--- src/rtl/fifo_arb_pkg.sv ---
// Shared types and default constants for the round-robin FIFO write arbiter.
package fifo_arb_pkg;

    typedef enum logic {
        IDLE  = 1'b0,
        GRANT = 1'b1
    } state_e;

    localparam int unsigned N_REQ_DEFAULT     = 4;
    localparam int unsigned DW_DEFAULT        = 16;
    localparam int unsigned MAX_BURST_DEFAULT = 8;
    localparam int unsigned CNT_W             = 8;

endpackage

--- src/rtl/rr_pick.sv ---
// Combinational round-robin picker: first set request at or after ptr, wrapping.
module rr_pick #(
    parameter int unsigned N_REQ = 4,
    parameter int unsigned PTR_W = 2
) (
    input  logic [N_REQ-1:0] req,
    input  logic [PTR_W-1:0] ptr,
    output logic [N_REQ-1:0] winner
);

    logic [N_REQ-1:0] req_rot;
    logic [N_REQ-1:0] win_rot;

    // Rotate so ptr sits at bit 0, isolate the lowest set bit, rotate back.
    always_comb begin
        req_rot = N_REQ'({req, req} >> ptr);
        win_rot = req_rot & (~req_rot + N_REQ'(1));
        winner  = N_REQ'(({win_rot, win_rot} << ptr) >> N_REQ);
    end

endmodule

--- src/rtl/fifo_wr_arb.sv ---
// Round-robin arbiter granting bursts of FIFO writes to one of N_REQ requesters.
module fifo_wr_arb
    import fifo_arb_pkg::*;
#(
    parameter int unsigned N_REQ     = N_REQ_DEFAULT,
    parameter int unsigned DW        = DW_DEFAULT,
    parameter int unsigned MAX_BURST = MAX_BURST_DEFAULT
) (
    input  logic                wclk,
    input  logic                wrst,
    input  logic [N_REQ-1:0]    req,
    input  logic [N_REQ*DW-1:0] req_data,
    input  logic [N_REQ-1:0]    req_last,
    output logic [N_REQ-1:0]    req_ready,
    input  logic                wfull,
    output logic                winc,
    output logic [DW-1:0]       wdata,
    output logic [N_REQ-1:0]    gnt,
    output logic                busy
);

    localparam int unsigned PTR_W = $clog2(N_REQ);

    state_e             state_q, state_d;
    logic [N_REQ-1:0]   gnt_q, gnt_d, pick;
    logic [PTR_W-1:0]   ptr_q, ptr_d, gnt_idx;
    logic [CNT_W-1:0]   cnt_q, cnt_d;
    logic [CNT_W:0]     cnt_inc;
    logic [DW-1:0]      gnt_data;
    logic               gnt_req, gnt_last, write, release_grant;

    rr_pick #(
        .N_REQ (N_REQ),
        .PTR_W (PTR_W)
    ) u_rr_pick (
        .req    (req),
        .ptr    (ptr_q),
        .winner (pick)
    );

    always_comb begin
        gnt_idx  = '0;
        gnt_data = '0;
        for (int i = 0; i < N_REQ; i++) begin
            if (gnt_q[i]) begin
                gnt_idx  = PTR_W'(i);
                gnt_data = req_data[i*DW +: DW];
            end
        end
    end

    always_comb begin
        gnt_req       = (state_q == GRANT) && |(gnt_q & req);
        gnt_last      = |(gnt_q & req_last);
        write         = gnt_req && !wfull;
        cnt_inc       = (CNT_W+1)'(cnt_q) + (CNT_W+1)'(1);
        // Last word and burst limit landing together still yield one release.
        release_grant = !gnt_req
                     || (write && (gnt_last || cnt_inc >= (CNT_W+1)'(MAX_BURST)));

        state_d = state_q;
        gnt_d   = gnt_q;
        ptr_d   = ptr_q;
        cnt_d   = cnt_q;
        unique case (state_q)
            IDLE: begin
                if (|req) begin
                    state_d = GRANT;
                    gnt_d   = pick;
                    cnt_d   = '0;
                end
            end
            GRANT: begin
                if (write) begin
                    cnt_d = cnt_inc[CNT_W-1:0];
                end
                if (release_grant) begin
                    state_d = IDLE;
                    gnt_d   = '0;
                    ptr_d   = (gnt_idx == PTR_W'(N_REQ-1)) ? '0 : gnt_idx + PTR_W'(1);
                end
            end
            default: state_d = IDLE;
        endcase
    end

    always_ff @(posedge wclk) begin
        if (wrst) begin
            state_q <= IDLE;
            gnt_q   <= '0;
            ptr_q   <= '0;
            cnt_q   <= '0;
        end else begin
            state_q <= state_d;
            gnt_q   <= gnt_d;
            ptr_q   <= ptr_d;
            cnt_q   <= cnt_d;
        end
    end

    assign winc      = write;
    assign wdata     = write ? gnt_data : '0;
    assign req_ready = gnt_q & req & {N_REQ{~wfull}};
    assign gnt       = gnt_q;
    assign busy      = (state_q == GRANT);

endmodule

--- config.mk ---
export PLATFORM = sky130hd
export DESIGN_NAME = fifo_wr_arb
export DESIGN_NICKNAME = d
export VERILOG_FILES = /design/src/rtl/fifo_arb_pkg.sv /design/src/rtl/rr_pick.sv /design/src/rtl/fifo_wr_arb.sv
export SDC_FILE = /design/constraint.sdc
export NUM_CORES = 1
export LEC_CHECK = 0
export CORE_MARGIN = 3
export CORE_UTILIZATION = 33
export CTS_CLUSTER_DIAMETER = 30
export DETAILED_ROUTE_END_ITERATION = 7
export PLACE_DENSITY_LB_ADDON = 0.2
export SYNTH_ARGS = -nofsm -noshare
export SYNTH_HDL_FRONTEND = slang
export SYNTH_SLANG_ARGS = --single-unit
--- constraint.sdc ---
create_clock -name wclk -period 2.5 [get_ports wclk]
set_input_delay 0.5 -clock wclk [delete_from_list [all_inputs] [get_ports wclk]]
set_output_delay 0.5 -clock wclk [all_outputs]
set_load 0.005 [all_outputs]
==> flow_results.org, run 1 <==
** Synthesis
- Most used flip-flop cell after synthesis :: sky130_fd_sc_hd__dfxtp_1
- By area the synthesized netlist is led by sky130_fd_sc_hd__dfxtp_1, sky130_fd_sc_hd__nor2_1, sky130_fd_sc_hd__a21oi_1, sky130_fd_sc_hd__a221oi_1, sky130_fd_sc_hd__nor3_1.
- Number of instances in the synthesized netlist :: 223
- The cell area that synthesis handed to floorplanning was 1480 um^2.
- When the netlist entered floorplanning its net count stood at 299.
- Of the post-synthesis cell area, the dominant cell type holds 0.203.
- The synthesized design contains 15 register bits.
- Share of synthesized flip-flops with an asynchronous set or reset :: 0
- Count of flip-flops with a built-in enable after synthesis :: 0
- Of all cell types, the one taking the most synthesized area is sky130_fd_sc_hd__dfxtp_1.
- The number of different library cells used by synthesis comes to 43.
- Of the synthesized area, sequential elements account for 0.203.
- Dividing the synthesized area by the synthesized cell count gives 6.63 um^2.
- During synthesis, Yosys emitted a total of 0 warnings.

** Power and ir drop
- Of the total power, the clock network draws 0.260.
- Combinational Power Share :: 0.403
- Static Leakage :: 1.17 nW
- Net switching power :: 0.000216 W
- VDD sags by at most 0.000185 V.
- Power Internal :: 0.000553 W
- For this design the ratio of total power to cell area is 282 nW/um^2.
- Relative contribution of sequential cells to total power :: 0.338
- Of the total power, the share spent switching nets is 0.281.

** Die
- Measured along the y axis, the die boundary spans 72.9 um.
- The die covers 5320 um^2.
- Starting density of the core :: 0.357
- The die is 72.9 um wide.
- For this design the top-level I/O count stands at 101.
- The floorplan has 23 rows.
- Standard cell core area :: 4140 um^2

** Global route
- In the global route stage, overall resource usage came out at 0.200.
- GR Overflow Total :: 0
- Maximum number of pins on one net before global-route repair :: 39
- Initial antenna violation count :: 0
- The first global-routing pass estimated 8.67 mm of wire.
- Number of global-route vias before repair :: 1,914

** Place
- Global placement routability congestion :: 0.872
- IO buf count :: 100
- Half-perimeter wire length after placement :: 4.37 mm

** Critical path
- The worst setup path is launched from an input pin.
- Of all nets on the critical path, the largest fanout is 13.
- Required time of the critical path :: 2000 ps
- Arrival time at the worst endpoint :: 1960 ps
- The worst setup path is captured at an output port.
- WS Path Type :: input pin to output port

** Timing
- Across the routed clock network, the largest skew measured is 2.32 ps.
- Setup violations remaining at the end of the flow were counted as 0.
- Period utilisation layout :: 0.983
- Hold is met by 499 ps.
- The number of hold-slack violations in the final timing report is 0.
- Max Clk Rate :: 0.407 GHz
- Measured slew at the worst slew-check pin :: 412 ps
- Max-slew headroom :: 0.725
- After layout, the minimum clock period comes to 2460 ps.
- Number of pins exceeding their max-slew limit in the final report :: 0

** Routing
- Via total after detailed routing :: 2,101
- Wire length after detailed routing :: 5.56 mm
- DRC violation total after the first TritonRoute iteration :: 105
- Router iterations before antenna repair :: 4
- DRC violation count after routing :: 0
- Average detailed-routed wire length per instance :: 14.5 um
- After detailed routing, the number of vias per cell comes to 5.49.
- In this run the remaining antenna-violating nets after routing total 0.

** Min path
- In this run the worst hold path is classified as register to register.

** Cells and area
- Fraction of layout cells with a size suffix above 1 :: 0.105
- Final cell utilization of the core :: 0.657
- Number of antenna repair diodes :: 0
- NumNets Final :: 410
- Compared with the post-synthesis result, the final layout area differs by 84.3%.

** Clock tree
- Counting the buffers created by CTS gives 3.
- For the worst-skew pair, the clock arrives at the later sink with an insertion delay of 250 ps.
- Clock-pin slew was measured on the worst setup and hold paths at 60 ps.
- TritonCTS clock tree :: yes
- No sink is reached through more buffers than the 2 on the longest clock path.
- Clock root buffer master :: sky130_fd_sc_hd__clkbuf_8
- H-tree level count :: 1
- The number of hold buffers added after CTS was 0.
- Counting every sink on the clock net gives 15.

** Outcome
- The flow ran to the end, and the final reports show no timing, DRC or antenna violations.

** Flow run
- The tool flagged a number of max-cap violations equal to 0.
layout make-up:
class                   instances  area, um^2
flip-flops and latches         15         302
clock buffers                   4        45.0
repair buffers                124        1210
inverters                       5        18.8
well taps                      50        62.6
fillers                       385        1420
multi-input cells             185        1090
cells in the mapped netlist, types with 3 or more instances:
| cell type | number |
|---|---|
| sky130_fd_sc_hd__nand3_1 | 3 |
| sky130_fd_sc_hd__a221oi_1 | 16 |
| sky130_fd_sc_hd__a21oi_1 | 29 |
| sky130_fd_sc_hd__nand2_1 | 4 |
| sky130_fd_sc_hd__clkbuf_1 | 15 |
| sky130_fd_sc_hd__nor3_1 | 19 |
| sky130_fd_sc_hd__a211oi_1 | 7 |
| sky130_fd_sc_hd__dfxtp_1 | 15 |
| sky130_fd_sc_hd__o21bai_1 | 4 |
| sky130_fd_sc_hd__nor2_1 | 55 |
| sky130_fd_sc_hd__and3_1 | 5 |
| sky130_fd_sc_hd__inv_1 | 3 |
| sky130_fd_sc_hd__xnor2_1 | 3 |
| sky130_fd_sc_hd__o21ai_0 | 6 |
| sky130_fd_sc_hd__nor2b_1 | 4 |
metrics by stage:
step	instance area [um^2]	TNS (ps)	instances	setup slack, ps	total power (W)
2_1_floorplan	1480	0	223	238	0.000388
3_3_place_gp	2660	-1920	377	-122	0.000570
3_5_place_dp	2660	-2160	377	-137	0.000573
4_1_cts	2690	-562	381	-145	0.000773
5_1_grt	2720	-45.4	383	-10.6	0.000816
6_report	2720	0	383	42.9	0.000769
flip-flops by register name, indices dropped and copies added, names as in the netlist:
| name | count |
|---|---|
| ptr_q | 2 |
| cnt_q | 8 |
| gnt | 4 |
| busy | 1 |
critical path, stage by stage:
cell                              delay [ps]
sky130_fd_sc_hd__clkdlybuf4s50_1         430
sky130_fd_sc_hd__a22o_1                  240
sky130_fd_sc_hd__o211ai_2                200
sky130_fd_sc_hd__buf_4                   160
sky130_fd_sc_hd__buf_12                  120
sky130_fd_sc_hd__nor2_1                   40
sky130_fd_sc_hd__dlygate4sd2_1           260
worst paths after layout:
kind | startpoint | to | slack, ps | depth (start not counted)
min reg2reg | cnt_q[7] | cnt_q[7] | 500 | 2
max reg2reg | cnt_q[4] | ptr_q[1] | 470 | 5
min | cnt_q[7] | cnt_q[7] | 500 | 2
max | req[1] | wdata[8] | 40 | 7
what timing repair did:
| action | CTS | global route |
|---|---|---|
| setup endpoints to repair | 17 | 7 |
| pin swaps | 1 | 3 |
| setup buffers | 0 | 2 |
| gates resized for setup | 13 | 8 |
metal layers:
layer  GRT usage  share of wire  up-vias
met5           0              0        -
met3      0.0510          0.064       11
met2       0.353           0.50       67
li1            -              -     1052
met4      0.0369          0.017        0
met1       0.246           0.42      971
power groups by stage:
stage / clock (W) / sequential [W] / combinational (W)
floorplan: 0 / 0.000261 / 0.000127
global placement: 0 / 0.000265 / 0.000306
detailed placement: 0 / 0.000265 / 0.000309
CTS: 0.000204 / 0.000259 / 0.000310
global route: 0.000217 / 0.000262 / 0.000337
finish: 0.000200 / 0.000260 / 0.000309
cell usage in the layout (no fill, tap or decap), types with 5 or more instances in the layout:
cell type / synthesis / layout
sky130_fd_sc_hd__a211oi_1: 7 / 7
sky130_fd_sc_hd__nor2_1: 55 / 55
sky130_fd_sc_hd__and3_1: 5 / 5
sky130_fd_sc_hd__o21ai_0: 6 / 6
sky130_fd_sc_hd__dlygate4sd2_1: 0 / 13
sky130_fd_sc_hd__clkdlybuf4s50_1: 0 / 81
sky130_fd_sc_hd__dlymetal6s2s_1: 0 / 6
sky130_fd_sc_hd__dfxtp_1: 15 / 14
sky130_fd_sc_hd__buf_4: 1 / 21
sky130_fd_sc_hd__nor3_1: 19 / 19
sky130_fd_sc_hd__a21oi_1: 29 / 29
sky130_fd_sc_hd__a221oi_1: 16 / 16
cell families after synthesis:
| kind of cell | count (synthesis) | synth area share |
|---|---|---|
| buffers and inverters | 23 | 0.0610 |
| multiplexers | 2 | 0.0169 |
| AO/OA/AOI/OAI | 77 | 0.363 |
| AND/OR/NAND/NOR | 102 | 0.329 |
| adder cells (fa/ha/maj) | 1 | 0.00847 |
| flip-flops | 15 | 0.203 |
| XOR/XNOR | 3 | 0.0178 |
Power figures use the tool's default switching activity.
==> run 2, diff against run 1 <==
- CELL_PAD_IN_SITES_DETAIL_PLACEMENT: unset -> 0
- CELL_PAD_IN_SITES_GLOBAL_PLACEMENT: unset -> 2
- CORE_UTILIZATION: 33 -> 17
==> flow_results.org, run 2 (same netlist as run 1, synthesis figures left out) <==
** Critical path
- Worst-path cell chain: clkdlybuf4s50_1, a22o_1, o211ai_2, buf_12, nor2_1, dlygate4sd2_1 (was clkdlybuf4s50_1, a22o_1, o211ai_2, buf_4, buf_12, nor2_1, dlygate4sd2_1).
- Largest driver fanout on the critical path :: 18 (was 13)
- The critical path buffer and inverter count was 3 (was 4).
- The highest-delay cell along the critical path is sky130_fd_sc_hd__clkdlybuf4s50_1 (unchanged).
- The length in cells of the worst reg-to-reg path is 5 (unchanged).
- Element type at the critical path start :: input pin (unchanged)
- Register-to-register setup slack :: 430 ps (was 470 ps)
- The peak per-stage delay on the critical path is 420 ps (was 430 ps).
- The timing startpoint of the critical path is req[3] (was req[1]).
- The startpoint of the most critical register-to-register path was cnt_q[4] (unchanged).
- The type of the worst setup path is input pin to output port (unchanged).
- Worst R2R End :: ptr_q[1] (unchanged)
- The data arrival time of the critical path was 1880 ps (was 1960 ps).
- The critical path capture point type was an output port (unchanged).
- The cell family contributing the most delay on the critical path is buffers and inverters (unchanged).
- Required time of the critical path :: 2000 ps (about the same)

** Die
- The row count came to 33 (was 23).
- The area of the core was 8340 um^2 (was 4140 um^2).
- Die footprint :: 9850 um^2 (was 5320 um^2)
- The width of the die was 99.2 um (was 72.9 um).
- The floorplan die height is 99.2 um (was 72.9 um).
- I/O pins :: 101 (unchanged)
- Starting density of the core :: 0.177 (was 0.357)

** Clock tree
- The clock tree buffer depth was 2 (unchanged).
- H-tree level count :: 1 (unchanged)
- The clock-pin transition on the worst setup and hold timing paths was 70 ps (was 60 ps).
- Clock root buffer master :: sky130_fd_sc_hd__clkbuf_8 (unchanged)
- The number of sinks on the clock net is 15 (unchanged).
- The insertion delay of the later-clocked pin in the worst-skew pair came to 250 ps (about the same).
- TritonCTS clock tree :: yes (unchanged)
- Inserted Clock Buffers :: 3 (unchanged)

** Power and ir drop
- The leakage power figure came to 1.10 nW (was 1.17 nW).
- P per Cell Area :: 283 nW/um^2 (was 282 nW/um^2)
- Peak ir drop on the vdd network :: 0.000110 V (was 0.000185 V)
- Net switching power :: 0.000229 W (was 0.000216 W)
- Relative contribution of sequential cells to total power :: 0.332 (was 0.338)
- Power Internal :: 0.000553 W (about the same)
- The switching share of power is 0.293 (was 0.281).
- Total Power Consumption :: 0.000782 W (was 0.000769 W)
- Combinational Power Share :: 0.403 (about the same)
- The relative contribution of the clock network to total power is 0.265 (was 0.260).

** Min path
- Hold path depth :: 2 (unchanged)
- Min-delay worst type :: register to register (unchanged)
- The start point of the worst min-delay path is cnt_q[7] (unchanged).
- The hold-critical path endpoint was cnt_q[7] (unchanged).

** Global route
- GRT Total Usage :: 0.128 (was 0.200)
- The first-pass GRT wire length was 10.4 mm (was 8.67 mm).
- The via count of the first global-routing pass came to 2,008 (was 1,914).
- The initial antenna violation count is 0 (unchanged).
- The maximum number of pins on one net before global-route repair is 26 (was 39).
- The remaining global-route overflow is 0 (unchanged).

** Place
- The last weighted congestion value of the routability-driven placer was 0.802 (was 0.872).
- The worst slack at placement is -109 ps (was -137 ps).
- IO buf count :: 100 (unchanged)
- The detailed-placement wirelength estimate came to 5.03 mm (was 4.37 mm).
- Instance count after placement with tap cells included :: 433 (was 377)
- The post-place instance area came to 2720 um^2 (was 2660 um^2).

** Outcome
- Outcome: finished clean (unchanged).

** Timing
- The count of final setup violators is 0 (unchanged).
- Measured slew at the worst slew-check pin :: 450 ps (was 412 ps)
- Max-slew headroom :: 0.700 (was 0.725)
- The final count of pins violating max slew was 0 (unchanged).
- The final-layout worst hold slack is 496 ps (was 499 ps).
- Final worst path period need :: 2380 ps (was 2460 ps)
- Setup repair after global routing left no endpoint under its margin.
- The timing-limited maximum frequency was 0.419 GHz (was 0.407 GHz).
- Crit path setup slack, layout :: 116 ps (was 42.9 ps)
- The worst setup skew after layout came to 3.46 ps (was 2.32 ps).
- The share of the clock period used by the worst path came to 0.954 (was 0.983).
- Number of failing hold endpoints at the final stage :: 0 (unchanged)

** Cells and area
- The register with the most flip-flops is cnt_q (unchanged).
- Finished Cell Area :: 2760 um^2 (was 2720 um^2)
- The filler cell count in the final layout was 901 (was 385).
- Final cell count without fillers :: 439 (was 383)
- The area growth from synthesis to layout is 87.0% (was 84.3%).
- Fraction of layout cells with a size suffix above 1 :: 0.105 (about the same)
- Most frequent standard cell in the layout excluding fill and tap cells :: sky130_fd_sc_hd__clkdlybuf4s50_1 (unchanged)
- The antenna diode count is 0 (unchanged).
- The flip-flop count of the largest register after layout came to 8 (unchanged).
- The layout net count is 411 (was 410).
- Commonest non-fill, non-tap cells in the layout :: sky130_fd_sc_hd__clkdlybuf4s50_1, sky130_fd_sc_hd__nor2_1, sky130_fd_sc_hd__a21oi_1, sky130_fd_sc_hd__buf_4, sky130_fd_sc_hd__nor3_1 (unchanged)

** Routing
- The total via count after detailed routing came to 2,033 (was 2,101).
- The post-route antenna net violation count was 0 (unchanged).
- The routed length per instance came to 14.8 um (was 14.5 um).
- Routed vias/inst :: 4.63 (was 5.49)
- The post-route DRC violation count was 0 (unchanged).
- Router iterations before antenna repair :: 4 (unchanged)
- DRC violation total after the first TritonRoute iteration :: 47 (was 105)
- Wire length after detailed routing :: 6.49 mm (was 5.56 mm)

** Flow run
- Max-cap violations :: 0 (unchanged)
[run 2: changes by cell type in the layout (fill, tap and decap cells not counted)]
| cell | delta |
|---|---|
| sky130_fd_sc_hd__dlymetal6s2s_1 | -6 |
| sky130_fd_sc_hd__buf_12 | -1 |
| sky130_fd_sc_hd__dfxtp_1 | +1 |
| sky130_fd_sc_hd__buf_4 | +3 |
| sky130_fd_sc_hd__dlygate4sd2_1 | +4 |
| sky130_fd_sc_hd__clkdlybuf4s50_1 | +2 |
| sky130_fd_sc_hd__dfxtp_2 | -1 |
| sky130_fd_sc_hd__buf_6 | -1 |
[run 2: cell type report]
type	instances	area (um^2)	share of cell area
inverter	5	18.8	0.00679
sequential	15	300	0.109
timing repair buffer	125	1180	0.427
tap	105	131	0.0476
multi-input combinational	185	1090	0.394
clock buffer	4	45.0	0.0163
[run 2: worst max-delay path by stage]
stage | endpoint | cells after the start
after detailed placement | wdata[3] | 6
after floorplan | wdata[10] | 6
after global routing | wdata[14] | 6
final | wdata[3] | 6
after CTS | wdata[3] | 6
after global placement | wdata[10] | 6
[run 2: per-stage QoR]
step,setup TNS (ps),util
after global placement,-1300,0.327
after floorplan,0,-
final,0,0.331
after global routing,0,0.331
after CTS,0,0.331
after detailed placement,-1650,0.327
[run 2: tightest hold or removal path, cell delays in order (launching register included)]
cell                      delay (ps)
sky130_fd_sc_hd__dfxtp_1         320
sky130_fd_sc_hd__o21ai_0          70
sky130_fd_sc_hd__a21oi_1          60
[run 2: routing by layer]
layer / global-route usage / wire, um
met5: 0 / 0
met4: 0.0116 / 49
met3: 0.0217 / 275
met2: 0.228 / 3270
met1: 0.168 / 2900
[run 2: power groups by stage]
stage	Clock [W]	Combinational, W	Sequential (W)
2_1_floorplan	0	0.000127	0.000261
3_3_place_gp	0	0.000318	0.000265
3_5_place_dp	0	0.000316	0.000265
4_1_cts	0.000216	0.000320	0.000259
5_1_grt	0.000224	0.000347	0.000261
6_report	0.000208	0.000315	0.000259
[run 2: timing repair]
action,CTS,global route
setup buffers,2,0
hold buffers,0,0
gates resized for setup,17,0
endpoints found under the setup margin,17,0
